--- config.mk ---
export PLATFORM = sky130hd
export DESIGN_NAME = mcu_bus_master
export DESIGN_NICKNAME = d
export VERILOG_FILES = /design/src/rtl/mcu_bus_pkg.sv /design/src/rtl/bus_phase_timer.sv /design/src/rtl/mcu_bus_master.sv
export SDC_FILE = /design/constraint.sdc
export NUM_CORES = 1
export LEC_CHECK = 0
export CORE_MARGIN = 2
export CORE_UTILIZATION = 45
export CTS_CLUSTER_SIZE = 30
export DETAILED_ROUTE_END_ITERATION = 12
export DONT_BUFFER_PORTS = 1
export SKIP_LAST_GASP = 1
export SYNTH_ARGS = -nofsm -noshare
export SYNTH_HDL_FRONTEND = slang
export SYNTH_SLANG_ARGS = --single-unit
--- constraint.sdc ---
create_clock -name int_clk -period 3.2 [get_ports int_clk]
set_clock_uncertainty 0.1 [all_clocks]
set_input_delay 0.32 -clock int_clk [delete_from_list [all_inputs] [get_ports int_clk]]
set_output_delay 0.32 -clock int_clk [all_outputs]
set_load 0.02 [all_outputs]
--- src/rtl/mcu_bus_pkg.sv ---
// Shared types and constants for the MCU multiplexed address/data bus.
// Used by the bus master and by benches that build register-window addresses.
package mcu_bus_pkg;

  typedef enum logic [2:0] {
    ST_IDLE,
    ST_ADDR,
    ST_AHOLD,
    ST_DATA,
    ST_TURN
  } bus_state_e;

  localparam int ADDR_W = 19;
  localparam int DATA_W = 16;

  localparam int DEF_ADDSET  = 2;
  localparam int DEF_ADDHLD  = 1;
  localparam int DEF_DATAST  = 4;
  localparam int DEF_BUSTURN = 1;

  // Register window: base field ADDR[18:7], channel ADDR[6:4], register ADDR[3:0].
  localparam logic [11:0] REG_BASE = {4'b1010, 8'h00};

  function automatic logic [ADDR_W-1:0] reg_addr(input logic [2:0] chan, input logic [3:0] regn);
    return {REG_BASE, chan, regn};
  endfunction

  // Phase counter width: clog2 of the longest phase, never below 3 bits.
  function automatic int phase_cnt_width(input int a, input int b, input int c, input int d);
    int m;
    m = a;
    if (b > m) m = b;
    if (c > m) m = c;
    if (d > m) m = d;
    return ($clog2(m) < 3) ? 3 : $clog2(m);
  endfunction

endpackage

--- src/rtl/bus_phase_timer.sv ---
// Loadable down-counter shared by every bus phase; zero marks the last cycle of a phase.
module bus_phase_timer #(
  parameter int W = 3
) (
  input  logic         int_clk,
  input  logic         NRST,
  input  logic         load,
  input  logic [W-1:0] load_val,
  output logic         zero
);

  logic [W-1:0] cnt_q;

  always_ff @(posedge int_clk) begin
    if (!NRST) begin
      cnt_q <= '0;
    end else if (load) begin
      cnt_q <= load_val;
    end else if (cnt_q != '0) begin
      cnt_q <= cnt_q - W'(1);
    end
  end

  assign zero = (cnt_q == '0);

endmodule

--- src/rtl/mcu_bus_master.sv ---
// Initiator for the MCU multiplexed bus: one command becomes address, data and
// turnaround phases. All bus strobes are registered from the next-state decode.
module mcu_bus_master
  import mcu_bus_pkg::*;
#(
  parameter int ADDSET  = DEF_ADDSET,
  parameter int ADDHLD  = DEF_ADDHLD,
  parameter int DATAST  = DEF_DATAST,
  parameter int BUSTURN = DEF_BUSTURN
) (
  input  logic              int_clk,
  input  logic              NRST,
  input  logic              cmd_valid,
  output logic              cmd_ready,
  input  logic              cmd_write,
  input  logic [ADDR_W-1:0] cmd_addr,
  input  logic [DATA_W-1:0] cmd_wdata,
  output logic              rsp_valid,
  output logic [DATA_W-1:0] rsp_rdata,
  output logic [DATA_W-1:0] AD_OUT,
  output logic              AD_OE,
  input  logic [DATA_W-1:0] AD_IN,
  output logic [2:0]        A_HI,
  output logic              NE,
  output logic              NADV,
  output logic              NOE,
  output logic              NWE
);

  localparam int CNT_W = phase_cnt_width(ADDSET, ADDHLD, DATAST, BUSTURN);
  localparam logic [CNT_W-1:0] ADDSET_LD  = CNT_W'(ADDSET - 1);
  localparam logic [CNT_W-1:0] ADDHLD_LD  = CNT_W'(ADDHLD - 1);
  localparam logic [CNT_W-1:0] DATAST_LD  = CNT_W'(DATAST - 1);
  localparam logic [CNT_W-1:0] BUSTURN_LD = CNT_W'(BUSTURN - 1);

  bus_state_e        state_q, state_d;
  logic              write_q, write_d;
  logic [ADDR_W-1:0] addr_q, addr_d;
  logic [DATA_W-1:0] wdata_q, wdata_d;
  logic              ld;
  logic [CNT_W-1:0]  ld_val;
  logic              zero;
  logic              ready_d, rsp_d, capture_rd;
  logic              ne_d, nadv_d, noe_d, nwe_d, oe_d;
  logic [DATA_W-1:0] ad_d;
  logic [2:0]        ahi_d;

  bus_phase_timer #(.W(CNT_W)) u_timer (
    .int_clk  (int_clk),
    .NRST     (NRST),
    .load     (ld),
    .load_val (ld_val),
    .zero     (zero)
  );

  always_comb begin
    // NOTE: every signal gets a default before the case so no path leaves it
    // unassigned; a missing default here would infer a latch.
    state_d    = state_q;
    write_d    = write_q;
    addr_d     = addr_q;
    wdata_d    = wdata_q;
    ld         = 1'b0;
    ld_val     = '0;
    rsp_d      = 1'b0;
    capture_rd = 1'b0;

    unique case (state_q)
      ST_IDLE: if (cmd_valid && cmd_ready) begin
        write_d = cmd_write;
        addr_d  = cmd_addr;
        wdata_d = cmd_wdata;
        ld      = 1'b1;
        ld_val  = ADDSET_LD;
        state_d = ST_ADDR;
      end
      ST_ADDR: if (zero) begin
        ld      = 1'b1;
        ld_val  = ADDHLD_LD;
        state_d = ST_AHOLD;
      end
      ST_AHOLD: if (zero) begin
        ld      = 1'b1;
        ld_val  = DATAST_LD;
        state_d = ST_DATA;
      end
      ST_DATA: if (zero) begin
        ld         = 1'b1;
        ld_val     = BUSTURN_LD;
        capture_rd = !write_q;
        state_d    = ST_TURN;
      end
      ST_TURN: if (zero) begin
        rsp_d   = 1'b1;
        state_d = ST_IDLE;
      end
      default: state_d = ST_IDLE;
    endcase

    // Outputs decoded from the next state so they register cleanly at the edge.
    ready_d = (state_d == ST_IDLE);
    nadv_d  = (state_d != ST_ADDR);
    ne_d    = !((state_d inside {ST_ADDR, ST_AHOLD, ST_DATA}) ||
                (state_d == ST_TURN && state_q == ST_DATA));
    noe_d   = !(state_d == ST_DATA && !write_d);
    nwe_d   = !(state_d == ST_DATA && write_d);
    oe_d    = (state_d inside {ST_ADDR, ST_AHOLD}) || (state_d == ST_DATA && write_d);

    // AD_OUT and A_HI hold by default: write data stays through TURN, address between cycles.
    ad_d  = AD_OUT;
    ahi_d = A_HI;
    if (state_d inside {ST_ADDR, ST_AHOLD}) begin
      ad_d  = addr_d[15:0];
      ahi_d = addr_d[18:16];
    end else if (state_d == ST_DATA && write_d) begin
      ad_d = wdata_d;
    end
  end

  always_ff @(posedge int_clk) begin
    // NOTE: state is updated with non-blocking assignments so every flop samples
    // pre-edge values; blocking here would create order-dependent simulation.
    if (!NRST) begin
      state_q   <= ST_IDLE;
      write_q   <= 1'b0;
      addr_q    <= '0;
      wdata_q   <= '0;
      cmd_ready <= 1'b0;
      rsp_valid <= 1'b0;
      rsp_rdata <= '0;
      AD_OUT    <= '0;
      AD_OE     <= 1'b0;
      A_HI      <= '0;
      NE        <= 1'b1;
      NADV      <= 1'b1;
      NOE       <= 1'b1;
      NWE       <= 1'b1;
    end else begin
      state_q   <= state_d;
      write_q   <= write_d;
      addr_q    <= addr_d;
      wdata_q   <= wdata_d;
      cmd_ready <= ready_d;
      rsp_valid <= rsp_d;
      if (capture_rd) rsp_rdata <= AD_IN;
      AD_OUT    <= ad_d;
      AD_OE     <= oe_d;
      A_HI      <= ahi_d;
      NE        <= ne_d;
      NADV      <= nadv_d;
      NOE       <= noe_d;
      NWE       <= nwe_d;
    end
  end

endmodule

==> results of run 1 <==
## area by class of cell
| cell class | count | share of cell area (%) |
|---|---|---|
| clock buffer | 10 | 3.08 |
| tap | 105 | 3.17 |
| sequential | 84 | 40.6 |
| timing repair buffer | 32 | 7.37 |
| inverter | 6 | 0.544 |
| clock inverter | 6 | 1.72 |
| multi-input combinational | 263 | 43.5 |
## synthesized netlist by cell type, drive strengths merged, types with 5 or more instances
cell | number | area share [%]
a211oi | 19 | 3.9
nor2 | 23 | 2.5
and3 | 21 | 3.6
mux2i | 17 | 4.6
buf | 19 | 3.0
nand2 | 24 | 2.4
o31ai | 16 | 3.3
nor3 | 7 | 0.95
a2111oi | 19 | 4.5
o211ai | 17 | 3.5
clkbuf | 22 | 2.2
inv | 5 | 0.51
o21ai | 18 | 2.4
a21oi | 21 | 3.1
o21a | 19 | 3.9
a21boi | 19 | 3.9
dfxtp | 84 | 46
## critical path, delay by kind of cell, from the launching register on
family	cells	cell delay (ns)
and+or+nand+nor	1	0.56
buffers and inverters	1	0.33
AOI/OAI and AO/OA	3	0.78
DFF	1	0.50
## power groups by stage
stage | clock, uW | sequential (uW) | combinational, uW
2_1_floorplan | 0 | 1390 | 761
3_3_place_gp | 0 | 1440 | 919
3_5_place_dp | 0 | 1440 | 940
4_1_cts | 787 | 1420 | 965
5_1_grt | 829 | 1430 | 1080
6_report | 766 | 1410 | 968
## path summary, 6_finish.rpt
check | end | from | depth (start not counted) | slack [ns]
worst max-delay path | AD_OUT[5] | cmd_ready | 5 | 0.81
worst min register to register | wdata_q[11] | wdata_q[11] | 2 | 0.38
worst min-delay path | wdata_q[3] | cmd_wdata[3] | 2 | 0.01
worst max register to register | AD_OUT[5] | cmd_ready | 5 | 0.81
## metrics by stage
stage | total power, uW | util, % | cell area (um^2) | setup slack [ns]
after floorplan | 2160 | - | 3690 | 1.33
final | 3150 | 51.2 | 4140 | 0.807
after global placement | 2360 | 46.1 | 3730 | 0.920
after CTS | 3170 | 50.9 | 4120 | 0.781
after detailed placement | 2380 | 46.1 | 3730 | 0.795
after global routing | 3340 | 51.2 | 4140 | 0.555
## cell families (layout without fill, tap and decap cells)
group / Yosys count / in the layout / synth area share, %
AO/OA/AOI/OAI: 153 / 153 / 30.3
XOR/XNOR: 2 / 2 / 0.475
adder cells (fa/ha/maj): 2 / 2 / 0.679
buffers and inverters: 47 / 54 / 5.80
flip-flops: 84 / 84 / 45.6
multiplexers: 18 / 18 / 4.92
AND/OR/NAND/NOR: 88 / 88 / 12.2
## layer usage
| metal | track usage (%) | vias to the layer above |
|---|---|---|
| met3 | 5.27 | 7 |
| met1 | 29.5 | 1434 |
| met2 | 32.1 | 94 |
| met4 | 7.25 | 0 |
| met5 | 0 | - |
| li1 | - | 1463 |
## timing repair
item	4_1_cts	5_1_grt
resized for setup	0	0
hold buffers	19	2
hold endpoints to repair	39	2
## registers in the layout, summed over array words and instances (netlist names)
signal         count
addr_q            19
AD_OUT            16
rsp_rdata         16
wdata_q           16
A_HI               3
state_q            3
u_timer.cnt_q      3
AD_OE              1
NADV               1
NE                 1
NOE                1
NWE                1
cmd_ready          1
rsp_valid          1
write_q            1
==> flow_metrics.py, run 1 <==
metrics = {
    "run_status": {
        "status": "finished clean",
    },
    "route": {
        "drc": 0,
        "ant_nets": 0,
        "wl_met1_mm": 4.39,
        "wl_mm": 9.26,
        "num_vias": 2998,
        "drtIter0Drc": 146,
        "vias_per_cell": 5.92,
        "topRoutingLayerUsed": "met4",
        "route.met2.wl_mm": 4.26,
        "wl_met3_um": 531,
        "drt_pass1_iterations": 6,
        "wire_per_inst_um": 18.3,
    },
    "logic_synthesis": {
        "synthArstFlopShare_pct": 0,
        "ys_warn_count": 0,
        "ys_types": 43,
        "ys_seq_area_share_pct": 45.6,
        "synth_ff_type": "dfxtp_1",
        "syn-num-nets": 451,
        "syn_area_per_cell_um2": 9.36,
        "synth_edf_count": 0,
        "netlist_area_um2": 3690,
        "synth_cells": 394,
        "ys_seq_elements": 84,
    },
    "layout": {
        "final_common_cell": "dfxtp_1",
        "seqCellArea_um2": 1680,
        "n_antenna_cell": 0,
        "final_cell_count_no_fill": 506,
        "layout.nets": 453,
        "final_cell_mix": "83 x dfxtp_1, 24 x nand2_1, 22 x nor2_1, 21 x and3_1, 21 x dlygate4sd3_1",
        "multiInputGateArea_um2": 1800,
        "drive_gt1_share_pct": 8.73,
        "fill_cells": 801,
        "area_delta_synth_final_pct": 12.3,
    },
    "power": {
        "power.density_nw_per_um2": 760,
        "power_frac_clock_pct": 24.3,
        "switching_share_pct": 37.6,
        "p_int_uw": 1960,
        "power.share.combinational_pct": 30.8,
        "peakVddDrop_uv": 349,
        "p_seq_share_pct": 44.9,
        "p_sw_uw": 1180,
        "leakagePower_uw": 0.00162,
    },
    "hold_path": {
        "worst_hold_path_type": "primary input to flop",
    },
    "floorplan": {
        "die_w_um": 94.5,
        "rows": 33,
        "core_um2": 8090,
        "initial_core_util_pct": 45.6,
        "die_area_um2": 8930,
        "die_y_um": 94.5,
        "io_pins": 97,
    },
    "timing": {
        "worst_pin_slew_ns": 0.960,
        "timing.hold.ws_ns": 0.0138,
        "setup_viol": 0,
        "drv_slew": 0,
        "tns_ns": 0,
        "rsz0062_at_grt": "false",
        "clock.fmax_mhz": 418,
        "timing.final.hold_violations": 0,
        "relSlewSlack_pct": 36.0,
        "period_share_pct": 74.8,
        "period_needed_ns": 2.39,
    },
    "worst_setup_path": {
        "critPathKind": "flop to flop",
        "crit_slowest_cell": "nor4b_4",
        "worst-endpoint-required_ns": 3.32,
        "critPathMaxFanout": 19,
        "start_kind": "flop",
        "worstPathArrival_ns": 2.52,
        "path_cells": "nor4b_4 -> buf_4 -> a21boi_1 -> a2111oi_0 -> o31ai_1",
        "endpoint_kind": "flop",
        "max_stage_delay_ns": 0.56,
    },
    "grt": {
        "grt_start_max_net_pins": 61,
        "gr-total-overflow": 0,
        "gr-usage-all-layers_pct": 21.2,
        "grt_pass1_vias": 2884,
        "grt_pass1_wl_mm": 14.7,
        "antenna_found_initial": 0,
    },
    "cts": {
        "numCtsBuffers": 9,
        "cts_tree": "done",
        "cts-htree-levels": 3,
        "clk_pin_slew_ns": 0.08,
        "post_cts_buffers": 0,
        "cts-root-buf": "clkbuf_8",
        "insertion_delay_ns": 0.35,
        "numClockSinks": 84,
        "clockBufferDepth": 2,
    },
    "place": {
        "dp.cells": 469,
        "hpwl_mm": 5.93,
        "place_congestion": 0.742,
        "portBuffers": 0,
    },
    "flow_run": {
        "max_cap_viol_count": 0,
    },
}
(Power assumes the default switching activity.)
==> run 2: changes to the inputs <==
Clock period 3.2 ns to 2.3 ns, I/O delays scaled along.
==> run 2 against run 1 <==
Combinational power increased by 50%. Global-route usage increased by 0.68 points. Sequential power increased by 39%. Cell count increased by 3.8%. Via count increased by 0.60%. Worst setup slack got worse by 0.57 ns. Critical endpoint is now AD_OUT[0]. Highest routed layer unchanged.
==> flow_metrics.py, run 2 (synthesized netlist as in run 1, its figures left out) <==
metrics = {
    "timing": {
        "relSlewSlack_pct": 34.7,
        "clock.fmax_mhz": 486,
        "setup_ws_ns": 0.241,
        "timing.final.hold_violations": 0,
        "tns_ns": 0,
        "worst_pin_slew_ns": 0.976,
        "rsz0062_at_grt": "false",
        "setup_viol": 0,
        "drv_slew": 0,
        "period_needed_ns": 2.06,
        "period_share_pct": 89.5,
    },
    "power": {
        "p_sw_uw": 1640,
        "power.share.combinational_pct": 32.4,
        "p_seq_share_pct": 43.9,
        "power_frac_clock_pct": 23.7,
        "leakagePower_uw": 0.00172,
        "power.density_nw_per_um2": 1030,
        "p_int_uw": 2820,
        "switching_share_pct": 36.8,
        "peakVddDrop_uv": 443,
    },
    "floorplan": {
        "die_area_um2": 8930,
        "die_w_um": 94.5,
        "initial_core_util_pct": 45.6,
        "core_um2": 8090,
        "io_pins": 97,
        "rows": 33,
        "die_y_um": 94.5,
    },
    "place": {
        "place_congestion": 0.762,
        "portBuffers": 0,
        "dp.cells": 475,
        "hpwl_mm": 5.74,
        "dp_slack_ns": 0.173,
    },
    "route": {
        "num_vias": 3016,
        "wl_mm": 9.26,
        "ant_nets": 0,
        "drtIter0Drc": 206,
        "wire_per_inst_um": 17.6,
        "drc": 0,
        "drt_pass1_iterations": 4,
        "vias_per_cell": 5.74,
    },
    "cts": {
        "clockBufferDepth": 2,
        "cts_tree": "done",
        "cts-root-buf": "clkbuf_8",
        "post_cts_buffers": 0,
        "clk_pin_slew_ns": 0.09,
        "numClockSinks": 84,
        "insertion_delay_ns": 0.35,
        "numCtsBuffers": 9,
        "cts-htree-levels": 3,
    },
    "layout": {
        "largest_reg_flops": 19,
        "layout.nets": 472,
        "final_common_cell": "dfxtp_1",
        "area_delta_synth_final_pct": 17.4,
        "fill_cells": 779,
        "final_cell_mix": "83 x dfxtp_1, 34 x dlygate4sd3_1, 24 x nand2_1, 22 x nor2_1, 21 x and3_1",
        "n_antenna_cell": 0,
        "top_register": "addr_q",
        "final_cell_count_no_fill": 525,
        "drive_gt1_share_pct": 10.0,
    },
    "worst_setup_path": {
        "endpoint_kind": "flop",
        "critPathKind": "flop to flop",
        "worst-endpoint-required_ns": 2.43,
        "start_kind": "flop",
        "worstPathArrival_ns": 2.18,
        "critPathMaxFanout": 19,
    },
    "grt": {
        "antenna_found_initial": 0,
        "gr-usage-all-layers_pct": 21.9,
        "grt_start_max_net_pins": 61,
        "grt_pass1_wl_mm": 15.4,
        "grt_pass1_vias": 2990,
        "gr-total-overflow": 0,
    },
    "run_status": {
        "status": "finished clean",
    },
    "hold_path": {
        "worst_hold_path_type": "primary input to flop",
    },
    "flow_run": {
        "max_cap_viol_count": 0,
    },
}
[run 2: cell count changes in the layout (fill, tap and decap cells not counted)]
| cell | before | now |
|---|---|---|
| dlygate4sd3_1 | 21 | 34 |
| clkinv_4 | 0 | 1 |
| clkinvlp_4 | 2 | 1 |
| inv_6 | 3 | 2 |
| clkinv_2 | 0 | 2 |
| clkbuf_1 | 1 | 0 |
| a2111oi_0 | 18 | 17 |
| buf_4 | 10 | 15 |
| a2111oi_1 | 1 | 2 |
| buf_12 | 1 | 2 |
[run 2: what timing repair did]
action	in CTS	in global routing
hold endpoints to repair	56	0
hold buffers	34	0
setup endpoints to repair	0	1
gates resized for setup	0	1
[run 2: worst paths after layout]
| path | start | to | slack, ns | cells after the start |
|---|---|---|---|---|
| setup reg to reg | u_timer.cnt_q[0] | AD_OUT[0] | 0.24 | 7 |
| hold reg to reg | wdata_q[11] | wdata_q[11] | 0.38 | 2 |
| hold / removal | NRST | NOE | 0.02 | 2 |
| setup / recovery | u_timer.cnt_q[0] | AD_OUT[0] | 0.24 | 7 |
[run 2: cell type report]
class                           count  area (um^2)  area share [%]
Sequential cell                    84         1680            38.9
Clock buffer                        9          124            2.86
Inverter                            6         22.5           0.520
Tap cell                          105          131            3.03
Timing Repair Buffer               51          493            11.4
Clock inverter                      7         73.8            1.71
Multi-Input combinational cell    263         1800            41.6
[run 2: power groups by stage]
stage          Sequential [uW]  Combinational, uW  Clock (uW)
2_1_floorplan             1940               1060           0
3_3_place_gp              1990               1370           0
3_5_place_dp              1990               1390           0
4_1_cts                   1960               1450        1080
5_1_grt                   1990               1640        1150
6_report                  1960               1450        1060
[run 2: worst max-delay path: stages, from the launching register on]
cell	delay [ns]
dfxtp_1	0.36
inv_1	0.07
ha_1	0.22
nand2b_1	0.24
a21oi_2	0.11
buf_12	0.17
a2111oi_0	0.56
o31ai_1	0.12
[run 2: per-stage QoR]
stage	util (%)	total power, uW	hold WS (ns)	area (um^2)
after floorplan	-	3000	0.263	3690
after global placement	46.8	3360	0.224	3790
after detailed placement	46.8	3390	0.226	3790
after CTS	53.5	4500	0.0167	4330
after global routing	53.5	4780	0.0154	4330
final	53.5	4460	0.0249	4330
[run 2: per-layer routing]
metal  vias up  GRT usage, %  wire [um]
met2        84          34.9       4230
met5         -             0          0
met3         5          5.75        578
li1       1503             -          -
met1      1424          29.8       4380
met4         0          4.83         74
